<file path="src/rtl/add3_pkg.sv">
// Shared definitions for the 3-bit-slice word sequencer.
//
// Contents:
//   SLICE_W   - width of one adder slice chunk (3 bits)
//   state_t   - sequencer FSM states (IDLE, RUN, DONE)
//   idx_width - width of the chunk index counter for a given chunk count
package add3_pkg;

  localparam int SLICE_W = 3;

  typedef enum logic [1:0] {
    IDLE = 2'd0,
    RUN  = 2'd1,
    DONE = 2'd2
  } state_t;

  // ceil(log2(n)), but never narrower than one bit.
  function automatic int idx_width(input int n);
    if (n <= 2) return 1;
    return $clog2(n);
  endfunction

endpackage

</file>
<file path="src/rtl/add3_word_sequencer.sv">
// add3_word_sequencer
//
// Purpose: drives an external combinational 3-bit ripple adder slice one
// chunk per cycle (LSB chunk first) to add two W-bit operands plus a carry-in,
// chaining each chunk's carry-out into the next chunk's carry-in.
//
// Handshakes: a transfer happens on a rising clk edge where valid && ready
// are both high. The producer holds data stable while valid is high and
// ready is low; ready never depends combinationally on valid.
//
// Ports:
//   clk, rst              - clock (rising edge), synchronous active-high reset
//   in_valid/in_ready     - operand handshake; in_ready is high only in IDLE
//   in_a, in_b, in_cin    - W-bit operands and initial carry (W = 3*NUM_SLICES)
//   slc_a, slc_b, slc_cin - current chunk and carry to the slice (0 outside RUN)
//   slc_s, slc_cout       - slice sum chunk and carry-out
//   out_valid/out_ready   - result handshake; out_valid is high only in DONE
//   out_sum, out_cout     - W-bit sum and final carry, held until next DONE
//   out_ovf               - signed overflow (only with ADD3_SEQ_OVF_EN)
//   dbg_state             - current FSM state (state_t encoding)
//
// Optional feature: define ADD3_SEQ_OVF_EN to add the out_ovf output.
module add3_word_sequencer
  import add3_pkg::*;
#(
  parameter int NUM_SLICES = 4
) (
  input  logic                          clk,
  input  logic                          rst,
  input  logic                          in_valid,
  output logic                          in_ready,
  input  logic [SLICE_W*NUM_SLICES-1:0] in_a,
  input  logic [SLICE_W*NUM_SLICES-1:0] in_b,
  input  logic                          in_cin,
  output logic [SLICE_W-1:0]            slc_a,
  output logic [SLICE_W-1:0]            slc_b,
  output logic                          slc_cin,
  input  logic [SLICE_W-1:0]            slc_s,
  input  logic                          slc_cout,
  output logic                          out_valid,
  input  logic                          out_ready,
  output logic [SLICE_W*NUM_SLICES-1:0] out_sum,
  output logic                          out_cout,
`ifdef ADD3_SEQ_OVF_EN
  output logic                          out_ovf,
`endif
  output logic [1:0]                    dbg_state
);

  localparam int W    = SLICE_W * NUM_SLICES;
  localparam int IDXW = idx_width(NUM_SLICES);
  localparam logic [IDXW-1:0] LAST_IDX = IDXW'(NUM_SLICES - 1);

  state_t            state, state_nx;
  logic [IDXW-1:0]   idx, idx_nx;
  logic [W-1:0]      a_r, a_nx;
  logic [W-1:0]      b_r, b_nx;
  logic              carry_r, carry_nx;
  // acc_r collects chunk sums during RUN; sum_r is the published result and
  // only changes when a whole operation completes.
  logic [W-1:0]      acc_r, acc_nx;
  logic [W-1:0]      sum_r, sum_nx;
  logic              cout_r, cout_nx;
  logic [SLICE_W-1:0] chunk_a, chunk_b;
`ifdef ADD3_SEQ_OVF_EN
  logic              ovf_r, ovf_nx;
`endif

  // Chunk selection by compare-and-pick keeps every part-select constant.
  always_comb begin
    chunk_a = '0;
    chunk_b = '0;
    for (int i = 0; i < NUM_SLICES; i++) begin
      if (idx == IDXW'(i)) begin
        chunk_a = a_r[i*SLICE_W +: SLICE_W];
        chunk_b = b_r[i*SLICE_W +: SLICE_W];
      end
    end
  end

  always_comb begin
    state_nx  = state;
    idx_nx    = idx;
    a_nx      = a_r;
    b_nx      = b_r;
    carry_nx  = carry_r;
    acc_nx    = acc_r;
    sum_nx    = sum_r;
    cout_nx   = cout_r;
`ifdef ADD3_SEQ_OVF_EN
    ovf_nx    = ovf_r;
`endif
    in_ready  = 1'b0;
    out_valid = 1'b0;
    slc_a     = '0;
    slc_b     = '0;
    slc_cin   = 1'b0;

    case (state)
      IDLE: begin
        in_ready = 1'b1;
        if (in_valid) begin
          a_nx     = in_a;
          b_nx     = in_b;
          carry_nx = in_cin;
          idx_nx   = '0;
          state_nx = RUN;
        end
      end

      RUN: begin
        slc_a    = chunk_a;
        slc_b    = chunk_b;
        slc_cin  = carry_r;
        carry_nx = slc_cout;
        for (int i = 0; i < NUM_SLICES; i++) begin
          if (idx == IDXW'(i)) acc_nx[i*SLICE_W +: SLICE_W] = slc_s;
        end
        if (idx == LAST_IDX) begin
          state_nx = DONE;
          idx_nx   = '0;
          sum_nx   = acc_nx;
          cout_nx  = slc_cout;
`ifdef ADD3_SEQ_OVF_EN
          // Carry into the MSB is a^b^sum at the top bit; overflow when it
          // differs from the carry out of the MSB.
          ovf_nx   = a_r[W-1] ^ b_r[W-1] ^ slc_s[SLICE_W-1] ^ slc_cout;
`endif
        end else begin
          idx_nx = idx + IDXW'(1);
        end
      end

      DONE: begin
        out_valid = 1'b1;
        if (out_ready) state_nx = IDLE;
      end

      default: state_nx = IDLE;
    endcase
  end

  always_ff @(posedge clk) begin
    if (rst) begin
      state   <= IDLE;
      idx     <= '0;
      a_r     <= '0;
      b_r     <= '0;
      carry_r <= 1'b0;
      acc_r   <= '0;
      sum_r   <= '0;
      cout_r  <= 1'b0;
`ifdef ADD3_SEQ_OVF_EN
      ovf_r   <= 1'b0;
`endif
    end else begin
      state   <= state_nx;
      idx     <= idx_nx;
      a_r     <= a_nx;
      b_r     <= b_nx;
      carry_r <= carry_nx;
      acc_r   <= acc_nx;
      sum_r   <= sum_nx;
      cout_r  <= cout_nx;
`ifdef ADD3_SEQ_OVF_EN
      ovf_r   <= ovf_nx;
`endif
    end
  end

  assign out_sum   = sum_r;
  assign out_cout  = cout_r;
`ifdef ADD3_SEQ_OVF_EN
  assign out_ovf   = ovf_r;
`endif
  assign dbg_state = state;

endmodule

</file>
<file path="config.mk">
export PLATFORM = sky130hd
export DESIGN_NAME = add3_word_sequencer
export DESIGN_NICKNAME = d
export VERILOG_FILES = /design/src/rtl/add3_pkg.sv /design/src/rtl/add3_word_sequencer.sv
export SDC_FILE = /design/constraint.sdc
export NUM_CORES = 1
export LEC_CHECK = 0
export BUFFER_PORTS_ARGS = -buffer_cell sky130_fd_sc_hd__buf_2
export CORE_ASPECT_RATIO = 1.1
export CORE_UTILIZATION = 45
export CTS_CLUSTER_DIAMETER = 200
export DETAILED_ROUTE_END_ITERATION = 6
export GPL_ROUTABILITY_DRIVEN = 0
export PLACE_DENSITY = 0.69
export SETUP_SLACK_MARGIN = 0.15
export SLEW_MARGIN = 20
export SYNTH_ARGS = -nofsm -noshare
export SYNTH_HDL_FRONTEND = slang
export SYNTH_SLANG_ARGS = --single-unit
</file>
<file path="constraint.sdc">
create_clock -name clk -period 4.2 [get_ports clk]
set_clock_uncertainty 0.1 [all_clocks]
set_input_delay 0.84 -clock clk [delete_from_list [all_inputs] [get_ports clk]]
set_output_delay 0.84 -clock clk [all_outputs]
set_load 0.1 [all_outputs]
</file>
==> results.yml <==
timing:
  setup_slack_ns: 0.7486
  finalCriticalPeriod_ns: 3.451
  worst_slew_margin_rel: 0.3493
  setup_viol: 0
  fmax_mhz: 289.7
  worst_slew_pin_slew_ns: 0.9761
  rsz0062_at_grt: "no"
  final_max_slew_viol_count: 0
  period_share: 0.8218
  fin_setup_tns_ns: 0
  fin_hold_ws_ns: 0.3539
  hold_viol: 0
worst_setup_path:
  crit_type: "reg2out"
  r2r_slack_ns: 2.10
  cp_slowest_stage_delay_ns: 0.48
  start_kind: "flip-flop"
  worst_r2r_endpoint: "out_sum[1]$_SDFFE_PP0P_"
  worstReg2RegStart: "idx[0]$_SDFFE_PP0P_"
  worstPathCellList: "inv_1 -> ha_1 -> and2b_1 -> a221oi_1 -> o41ai_2 -> buf_2"
  worstRegToRegCells: 4
  cp_data_required_time_ns: 3.26
  cp_slowest_cell: "buf_2"
  critical_path_arrival_ns: 2.51
  path_delay_family: "buffers and inverters"
  cp_max_fo: 14
  end_kind: "primary output"
  worst-path-buf-inv: 2
placed_design:
  numPortBuffers: 56
  place_hpwl_um: 3238
  place_ws_ns: 1.103
grt:
  grt_max_degree: 52
  track_usage: 0.1886
  antenna_found_initial: 0
  gr-total-overflow: 0
  grt_pass1_wl_um: 8231
  grt_pass1_vias: 1821
synthesis:
  yosysTopAreaCell: "dfxtp_1"
  yosysMostFrequentCell: "nand2_1"
  netlist_instances: 272
  synth_area_um2: 2288
  synth-warning-count: 0
  ys_seq_elements: 51
  synth_edf_count: 0
  yosys_most_used_dff: "dfxtp_1"
  async_flop_share: 0
  synth.distinct_cells: 29
  synth_area_leaders: "dfxtp_1 45%, nand2_1 11%, a21oi_1 8.7%"
  yosys-top-cells-count: "66 x nand2_1, 51 x dfxtp_1, 40 x a21oi_1, 16 x nand3_1, 14 x nor2_1"
  syn_nets: 309
  synth_seq_area_share: 0.4461
  syn-mean-instance-area_um2: 8.413
  synthDominantCellAreaShare: 0.4461
route:
  vias_per_cell: 5.289
  wl_per_cell_um: 12.72
  vias: 1957
  m1WireLength_um: 2171
  wl_met3_um: 225
  drt_iter0_markers: 89
  wl_um: 4708
  dr.max_layer_used: "met4"
  route.detailed.drc: 0
  wl_met2_um: 2265
  ant_nets: 0
  dr.pass1.iters: 4
clock_tree:
  cts.path.max_buffers: 2
  cts_setup_buffers: 0
  cts_tree: "yes"
  clkLatencyLatePin_ns: 0.30
  cts_root_buf: "clkbuf_8"
  ctsResizeCount: 0
  holdBufCountCts: 0
  clk_pin_slew_ns: 0.09
  htree_levels: 2
  cts_buffers: 5
  cts.sink_count: 51
pwr:
  leakage_uw: 0.001079
  power_density_nw_per_um2: 358.4
  ir_drop_v: 0.0002259
hold_path:
  min_to: "out_sum[11]$_SDFFE_PP0P_"
  worstHoldPathType: "reg2reg"
  worstHoldStart: "out_sum[11]$_SDFFE_PP0P_"
  whs_path_depth: 2
finish:
  drive_gt1_frac: 0.2611
  fin_nets: 351
  area_growth_syn_to_layout_pct: 15.47
  diodes: 0
floorplan:
  core_area_um2: 4750
  io_pins: 57
  start_util: 0.4818
  num_rows: 26
  die_w_um: 70.00
  fp.dieH_um: 76.79
  dieArea_um2: 5375
outcome:
  outcome: "finished, final reports clean"
flow_run:
  maxCapViolations: 0
[metal layers]
layer,vias up,GRT usage
met5,-,0
met4,0,0.05400
met3,5,0.04862
met2,42,0.3173
met1,897,0.2368
li1,1013,-
[where the power goes]
group	leakage (uW)	internal (uW)	switching, uW	total (uW)
clock	0.0000470	130	155	284
sequential	0.000416	503	13.2	516
combinational	0.000616	46.2	100	146
total	0.00108	679	268	947
[placed cells by master (no fill, tap or decap), types with 7 or more instances in the layout]
| master | Yosys | layout |
|---|---|---|
| nor2_1 | 14 | 14 |
| buf_2 | 13 | 56 |
| dfxtp_1 | 51 | 51 |
| nand3_1 | 16 | 16 |
| nor2b_1 | 8 | 8 |
| nand2_1 | 66 | 66 |
| a211oi_2 | 7 | 7 |
| mux2i_1 | 9 | 9 |
| a21oi_1 | 40 | 40 |
[how the worst max path moves through the flow]
stage	endpoint	cells past startpoint	startpoint	slack, ns
2_1_floorplan	slc_a[0]	4	dbg_state[1]$_SDFFE_PP0P_	0.12
3_3_place_gp	slc_b[0]	6	idx[1]$_SDFFE_PP0P_	1.14
3_5_place_dp	slc_a[0]	6	idx[1]$_SDFFE_PP0P_	1.10
4_1_cts	slc_a[0]	6	idx[1]$_SDFFE_PP0P_	0.76
5_1_grt	slc_a[0]	6	idx[1]$_SDFFE_PP0P_	0.54
6_report	slc_a[0]	6	idx[1]$_SDFFE_PP0P_	0.75
[sequential cells by signal (all words and copies together) (netlist names)]
| name | count |
|---|---|
| a_r | 12 |
| acc_r | 9 |
| b_r | 12 |
| carry_r | 1 |
| dbg_state | 2 |
| idx | 2 |
| out_cout | 1 |
| out_sum | 12 |
[worst register-to-register path: cells and delay by family (launching register included)]
kind	cells	cell delay, ns
flops	1	0.41
simple gates	2	0.68
fa+ha+maj	1	0.62
compound gates	1	0.21
[logic make-up (layout without fill, tap and decap cells)]
logic type	count (synthesis)	in the layout	share of synthesized area
multiplexers	9	9	0.03937
AND/OR/NAND/NOR	116	116	0.2302
flip-flops	51	51	0.4461
buffers and inverters	27	69	0.06123
AO/OA/AOI/OAI	65	65	0.2012
adder cells (fa/ha/maj)	4	4	0.02187
[metrics by stage]
| stage | area, um2 | utilization | power (uW) | instances |
|---|---|---|---|---|
| final | 2643 | 0.5564 | 947.0 | 370 |
| after CTS | 2643 | 0.5564 | 954.1 | 370 |
| after floorplan | 2311 | - | 637.3 | 272 |
| after global placement | 2555 | 0.5379 | 673.4 | 363 |
| after detailed placement | 2555 | 0.5379 | 674.4 | 363 |
| after global routing | 2643 | 0.5564 | 993.4 | 370 |
[final cells by class]
cell class / count / area, um2
clock buffers: 6 / 82.58
clock inverters: 1 / 5.005
fillers: 482 / 2107
inverters: 3 / 11.26
multi-input cells: 194 / 1150
flip-flops and latches: 51 / 1021
well taps: 56 / 70.07
repair buffers: 59 / 302.8
(Power assumes the default switching activity.)
